**src/rtl/jogador_param.sv**
```systemverilog
// Per-player light-cycle controller: move tick, turn keys, head/direction, collision read, trail paint.
// Latency: one move per TICK_CYCLES in RUN, plus one CHECK cycle, the read round-trip and CELL*CELL granted writes.
// Backpressure: rd_req/rd_addr are held until rd_ack; wr_en/wr_addr/wr_data are held until wr_grant, with no timeout.
//
// Ports:
//   CLOCK_50, reset_n (async, active-low), restart (sync, active-high), start (level, leaves IDLE)
//   key_ccw, key_cw        active-low asynchronous turn buttons
//   rd_req/rd_addr/rd_ack/rd_data     arena read handshake for collision detection
//   wr_en/wr_addr/wr_data/wr_grant    trail framebuffer write handshake
//   pixel_x/pixel_y -> head_pixel     registered head overlay for the video mixer
//   head_x, head_y, dir, alive, game_over   player status
module jogador_param #(
  parameter int         CELL        = 8,
  parameter int         START_X     = 216,
  parameter int         START_Y     = 240,
  parameter int         START_DIR   = 0,
  parameter logic [7:0] PLAYER_ID   = 8'h01,
  parameter int         ARENA_MIN   = 16,
  parameter int         ARENA_MAX_X = 623,
  parameter int         ARENA_MAX_Y = 463,
  parameter int         TICK_CYCLES = 1000000,
  parameter int         H_RES       = 640,
  parameter int         ADDR_W      = 19
) (
  input  logic              CLOCK_50,
  input  logic              reset_n,
  input  logic              restart,
  input  logic              start,
  input  logic              key_ccw,
  input  logic              key_cw,
  output logic              rd_req,
  output logic [ADDR_W-1:0] rd_addr,
  input  logic              rd_ack,
  input  logic [7:0]        rd_data,
  output logic              wr_en,
  output logic [ADDR_W-1:0] wr_addr,
  output logic [7:0]        wr_data,
  input  logic              wr_grant,
  input  logic [9:0]        pixel_x,
  input  logic [9:0]        pixel_y,
  output logic              head_pixel,
  output logic [9:0]        head_x,
  output logic [9:0]        head_y,
  output logic [1:0]        dir,
  output logic              alive,
  output logic              game_over
);

  localparam int TW = (TICK_CYCLES > 1) ? $clog2(TICK_CYCLES) : 1;
  localparam int CW = (CELL > 1) ? $clog2(CELL) : 1;

  localparam logic [TW-1:0]     TICK_LAST = TW'(TICK_CYCLES - 1);
  localparam logic [CW-1:0]     CELL_LAST = CW'(CELL - 1);
  localparam logic signed [10:0] CELL11   = 11'(CELL);
  localparam logic signed [11:0] CLAST12  = 12'(CELL - 1);
  localparam logic signed [11:0] AMIN12   = 12'(ARENA_MIN);
  localparam logic signed [11:0] AMAXX12  = 12'(ARENA_MAX_X);
  localparam logic signed [11:0] AMAXY12  = 12'(ARENA_MAX_Y);
  localparam logic [9:0]         CELL10   = 10'(CELL);

  localparam logic [2:0] S_IDLE  = 3'd0;
  localparam logic [2:0] S_RUN   = 3'd1;
  localparam logic [2:0] S_CHECK = 3'd2;
  localparam logic [2:0] S_READ  = 3'd3;
  localparam logic [2:0] S_PAINT = 3'd4;
  localparam logic [2:0] S_DEAD  = 3'd5;

  logic [2:0]          state;
  logic [TW-1:0]       tick_cnt;
  logic [CW-1:0]       col;
  logic [CW-1:0]       row;
  logic signed [10:0]  tx;
  logic signed [10:0]  ty;
  logic                turned;
  logic [2:0]          ccw_sync;
  logic [2:0]          cw_sync;

  logic                ccw_fall;
  logic                cw_fall;
  logic                turn_take;
  logic [1:0]          dir_nxt;
  logic signed [10:0]  hx;
  logic signed [10:0]  hy;
  logic signed [10:0]  tgt_x;
  logic signed [10:0]  tgt_y;
  logic signed [11:0]  txe;
  logic signed [11:0]  tye;
  logic                oob;
  logic [9:0]          dx;
  logic [9:0]          dy;

  // Bits [0] and [1] are the synchroniser, bit [2] is the previous synced level.
  always_ff @(posedge CLOCK_50 or negedge reset_n) begin
    if (!reset_n) begin
      ccw_sync <= 3'b111;
      cw_sync  <= 3'b111;
    end else begin
      ccw_sync <= {ccw_sync[1:0], key_ccw};
      cw_sync  <= {cw_sync[1:0], key_cw};
    end
  end

  assign ccw_fall = ccw_sync[2] & ~ccw_sync[1];
  assign cw_fall  = cw_sync[2] & ~cw_sync[1];

  // Simultaneous edges cancel and do not use up this tick's turn.
  always_comb begin
    turn_take = 1'b0;
    dir_nxt   = dir;
    if (state == S_RUN && !turned && (ccw_fall ^ cw_fall)) begin
      turn_take = 1'b1;
      dir_nxt   = cw_fall ? dir + 2'd1 : dir - 2'd1;
    end
  end

  assign hx = {1'b0, head_x};
  assign hy = {1'b0, head_y};

  // A turn landing on the terminal tick already steers this move.
  always_comb begin
    tgt_x = hx;
    tgt_y = hy;
    case (dir_nxt)
      2'd0:    tgt_x = hx + CELL11;
      2'd1:    tgt_y = hy + CELL11;
      2'd2:    tgt_x = hx - CELL11;
      default: tgt_y = hy - CELL11;
    endcase
  end

  // Sign-extended so a move off the low edge compares as negative.
  assign txe = {tx[10], tx};
  assign tye = {ty[10], ty};
  assign oob = (txe < AMIN12) || (tye < AMIN12) ||
               ((txe + CLAST12) > AMAXX12) || ((tye + CLAST12) > AMAXY12);

  always_ff @(posedge CLOCK_50 or negedge reset_n) begin
    if (!reset_n) begin
      state    <= S_IDLE;
      head_x   <= 10'(START_X);
      head_y   <= 10'(START_Y);
      dir      <= 2'(START_DIR);
      tick_cnt <= '0;
      col      <= '0;
      row      <= '0;
      tx       <= 11'(START_X);
      ty       <= 11'(START_Y);
      turned   <= 1'b0;
    end else if (restart) begin
      state    <= S_IDLE;
      head_x   <= 10'(START_X);
      head_y   <= 10'(START_Y);
      dir      <= 2'(START_DIR);
      tick_cnt <= '0;
      col      <= '0;
      row      <= '0;
      tx       <= 11'(START_X);
      ty       <= 11'(START_Y);
      turned   <= 1'b0;
    end else begin
      case (state)
        S_IDLE: begin
          if (start) begin
            // The start cell is painted directly, with no collision read.
            tx    <= hx;
            ty    <= hy;
            col   <= '0;
            row   <= '0;
            state <= S_PAINT;
          end
        end
        S_RUN: begin
          if (turn_take) begin
            dir    <= dir_nxt;
            turned <= 1'b1;
          end
          if (tick_cnt == TICK_LAST) begin
            tick_cnt <= '0;
            tx       <= tgt_x;
            ty       <= tgt_y;
            state    <= S_CHECK;
          end else begin
            tick_cnt <= tick_cnt + 1'b1;
          end
        end
        S_CHECK: begin
          state <= oob ? S_DEAD : S_READ;
        end
        S_READ: begin
          if (rd_ack) begin
            col   <= '0;
            row   <= '0;
            state <= (rd_data != 8'd0) ? S_DEAD : S_PAINT;
          end
        end
        S_PAINT: begin
          if (wr_grant) begin
            if (col == CELL_LAST) begin
              col <= '0;
              if (row == CELL_LAST) begin
                row      <= '0;
                head_x   <= tx[9:0];
                head_y   <= ty[9:0];
                turned   <= 1'b0;
                tick_cnt <= '0;
                state    <= S_RUN;
              end else begin
                row <= row + 1'b1;
              end
            end else begin
              col <= col + 1'b1;
            end
          end
        end
        S_DEAD: begin
          state <= S_DEAD;
        end
        default: begin
          state <= S_IDLE;
        end
      endcase
    end
  end

  // Unsigned wrap makes pixels left of / above the head compare as huge.
  assign dx = pixel_x - head_x;
  assign dy = pixel_y - head_y;

  always_ff @(posedge CLOCK_50 or negedge reset_n) begin
    if (!reset_n) begin
      head_pixel <= 1'b0;
    end else if (restart) begin
      head_pixel <= 1'b0;
    end else begin
      head_pixel <= (state != S_IDLE) && (dx < CELL10) && (dy < CELL10);
    end
  end

  assign rd_req    = (state == S_READ);
  assign wr_en     = (state == S_PAINT);
  assign wr_data   = PLAYER_ID;
  assign rd_addr   = ADDR_W'(tx[9:0]) + ADDR_W'(ty[9:0]) * ADDR_W'(H_RES);
  assign wr_addr   = ADDR_W'(tx[9:0]) + ADDR_W'(col) +
                     (ADDR_W'(ty[9:0]) + ADDR_W'(row)) * ADDR_W'(H_RES);
  assign alive     = (state == S_RUN) || (state == S_CHECK) ||
                     (state == S_READ) || (state == S_PAINT);
  assign game_over = (state == S_DEAD);

endmodule
```
**config.mk**
```make
export PLATFORM = sky130hd
export DESIGN_NAME = jogador_param
export DESIGN_NICKNAME = d
export VERILOG_FILES = /design/src/rtl/jogador_param.sv
export SDC_FILE = /design/constraint.sdc
export NUM_CORES = 1
export LEC_CHECK = 0
export ABC_AREA = 0
export ABC_CLOCK_PERIOD_IN_PS = 9980
export BUFFER_PORTS_ARGS = -buffer_cell sky130_fd_sc_hd__buf_2
export CORE_MARGIN = 5
export CORE_UTILIZATION = 40
export DETAILED_ROUTE_END_ITERATION = 6
export PLACE_DENSITY = 0.58
export SYNTH_ARGS = -nofsm -noshare
export SYNTH_HDL_FRONTEND = slang
export SYNTH_SLANG_ARGS = --single-unit
```
**constraint.sdc**
```tcl
create_clock -name CLOCK_50 -period 9.98 [get_ports CLOCK_50]
set_input_delay 2.495 -clock CLOCK_50 [delete_from_list [all_inputs] [get_ports CLOCK_50]]
set_output_delay 2.495 -clock CLOCK_50 [all_outputs]
set_load 0.02 [all_outputs]
```
==> impl_metrics.yaml <==
pwr:
  ir_drop_v: 0.0000761
  power_density_nw_per_um2: 149
  p_leak_nw: 3.76
  power_w: 0.00117
global_routing:
  grtUsageMet1: 0.241
  use_met2: 0.310
  gr-max-usage-layer: "met2"
  grt_use_met3: 0.0276
  grt_first_pass_wirelength_um: 29400
  grt_max_degree: 58
  grt_pass1_vias: 5766
  grt-ovfl-total: 0
  antenna_found_initial: 0
  grt_usage: 0.181
timing:
  min_period_ns: 6.73
  max_freq_mhz: 149
  worst_pin_slew_ns: 0.926
  drv_slew: 0
  min_period_over_period: 0.674
  hold_viol: 0
  worst_slack_ns: 3.25
  max_slew_margin: 0.365
  setup_viol: 0
  tns_ns: 0
  rsz0062_at_grt: "no"
  finClkSkew_ns: 0.00702
setup_path:
  cp-end-kind: "primary output"
  critical_path_arrival_ns: 4.23
  required_ns: 7.49
  cp_max_fo: 6
  cp-startpoint: "ty[0]"
  path_class: "register to primary output"
  worstSetupStartpointType: "register"
  rr_startpoint: "state[1]"
synthesis:
  synthCells: 790
  synth_cell_type_count: 71
  yosys.area_share.xor_xnor: 0.109
  syn_area_um2: 6960
  synth-simple-area-share: 0.191
  synth-seq-cells: 81
  ys_seq_area_frac: 0.295
  syn_area_per_cell_um2: 8.81
  yosysWarnings: 0
  synth_adder_area_share: 0.157
  synth_top_family_by_area: "simple AND/OR/NAND/NOR gates"
  synthArstFlopShare: 1.00
  synth_ff_type: "dfrtp_1"
  synth_compound_area_frac: 0.163
  synth_edf_count: 0
  synth_mux_area_frac: 0.0300
clocking:
  cts-root-buf: "clkbuf_16"
  cts.path.max_buffers: 2
  cts_hold_buf: 0
  clkSlewWorstSetupHoldPaths_ns: 0.06
  cts-resized-gates: 0
  clk_latency_ns: 0.34
  clock_sinks: 81
  h-tree-depth: 3
  cts_setup_buffers: 0
  cts_tree: "done"
  numCtsBuffers: 9
drt:
  first_iter_violations: 333
  antenna_left: 0
  viasPerCell: 5.34
  drt_wl_total_um: 17900
  route.detailed.drc: 0
  drt_first_pass_iters: 5
  num_vias: 5876
  wire_per_inst_um: 16.3
final_layout:
  final_nets: 990
  layout-drive-gt1-share: 0.179
  area_growth_pct: 13.1
  finish.instance_area_um2: 7880
  layout_common_cells: "buf_2 (99), nor2_1 (90), ha_1 (76)"
  mostFrequentLayoutCell: "buf_2"
  n_antenna_cell: 0
  utilization: 0.458
placed_design:
  place_area_um2: 7580
  gp_congestion: 0.814
  dp_hpwl_um: 14100
  portBuffers: 100
  place_ws_ns: 3.60
worst_hold_path:
  min_from: "cw_sync[0]"
  hold_path.class: "register to register"
floorplan:
  initial_core_util: 0.405
  dieArea_um2: 20100
  num_rows: 48
  io_pins: 109
  core_area_um2: 17200
  die_x_um: 142
  die_y_um: 142
run:
  drv_cap: 0
outcome:
  outcome: "finished clean"
## cell type report
class	instances	area, µm²
Clock buffer	13	260
Clock inverter	3	38.8
Fill cell	1692	9300
Inverter	42	158
Multi-Input combinational cell	634	4560
Sequential cell	81	2050
Tap cell	225	282
Timing Repair Buffer	103	526
## final timing paths
check	to	slack (ns)	depth (start not counted)
setup / recovery	wr_addr[17]	3.25	14
hold / removal	cw_sync[1]	0.35	0
setup reg to reg	ty[10]	6.13	11
hold reg to reg	cw_sync[1]	0.35	0
max in group asynchronous	head_pixel	6.88	2
min in group asynchronous	tick_cnt[10]	2.04	1
## stage by stage
stage / hold slack, ns / instances
3_5_place_dp: 0.347 / 1085
4_1_cts: 0.356 / 1101
2_1_floorplan: 0.345 / 796
6_report: 0.355 / 1101
3_3_place_gp: 0.347 / 1085
5_1_grt: 0.365 / 1101
## state kept, by name, summed over array words and instances (netlist names)
| register | cells |
|---|---|
| ccw_sync | 3 |
| col | 3 |
| cw_sync | 3 |
| dir | 2 |
| head_pixel | 1 |
| head_x | 10 |
| head_y | 10 |
| row | 3 |
| state | 3 |
| tick_cnt | 20 |
| turned | 1 |
| tx | 11 |
| ty | 11 |
## per-layer routing
metal | share of wire | vias to the layer above
met4 | 0.017 | 0
met1 | 0.46 | 2790
met5 | 0 | -
met3 | 0.043 | 18
met2 | 0.48 | 117
li1 | - | 2951
## critical path, cell delays in order, from the launching register on
cell and delay [ns]:
dfrtp_1 0.45, ha_1 0.24, fa_1 0.41, a21oi_1 0.24, nand2b_1 0.19, xor2_1 0.28
xnor2_1 0.18, fa_1 0.49, a211oi_1 0.36, nor2_1 0.11, xor2_1 0.24, and4_1 0.28
nand3b_1 0.11, xnor2_1 0.15, buf_2 0.18
## cells in the mapped netlist (5+ instances only)
cell / number / area, µm²
dfstp_2: 22 / 578
fa_1: 7 / 140
and3_1: 15 / 93.8
or3_1: 5 / 31.3
inv_1: 42 / 158
nor4_1: 6 / 37.5
buf_2: 11 / 55.1
nor3_1: 12 / 60.1
o22ai_1: 5 / 31.3
mux2_2: 6 / 67.6
nand2_1: 41 / 154
ha_1: 76 / 951
xnor2_1: 50 / 438
nand2b_1: 13 / 81.3
buf_4: 15 / 113
nand3_1: 37 / 185
a211oi_1: 9 / 67.6
a21oi_1: 50 / 250
a22o_1: 8 / 70.1
nor2_1: 90 / 338
o31ai_1: 7 / 52.6
nor2b_1: 14 / 87.6
nand4_1: 5 / 31.3
mux2i_1: 13 / 130
dfrtp_1: 59 / 1480
xor2_1: 37 / 324
o2111ai_1: 6 / 52.6
o21bai_1: 5 / 37.5
clkbuf_1: 13 / 48.8
a21o_1: 10 / 75.1
o21ai_0: 32 / 160
## cells by family after synthesis
group,count (synthesis)
AOI/OAI and AO/OA,171
xor gates and xnor gates,87
other,2
buffers and inverters,81
and+or+nand+nor,265
DFF,81
adders and majority gates,83
muxes,20
## where the power goes
group          internal [W]  total (W)  switching [W]  leakage, nW
sequential         0.000348   0.000390      0.0000423         1.05
clock              0.000206   0.000337       0.000131        0.147
combinational      0.000176   0.000444       0.000268         2.56
total              0.000730    0.00117       0.000441         3.76
Power figures use the tool's default switching activity.
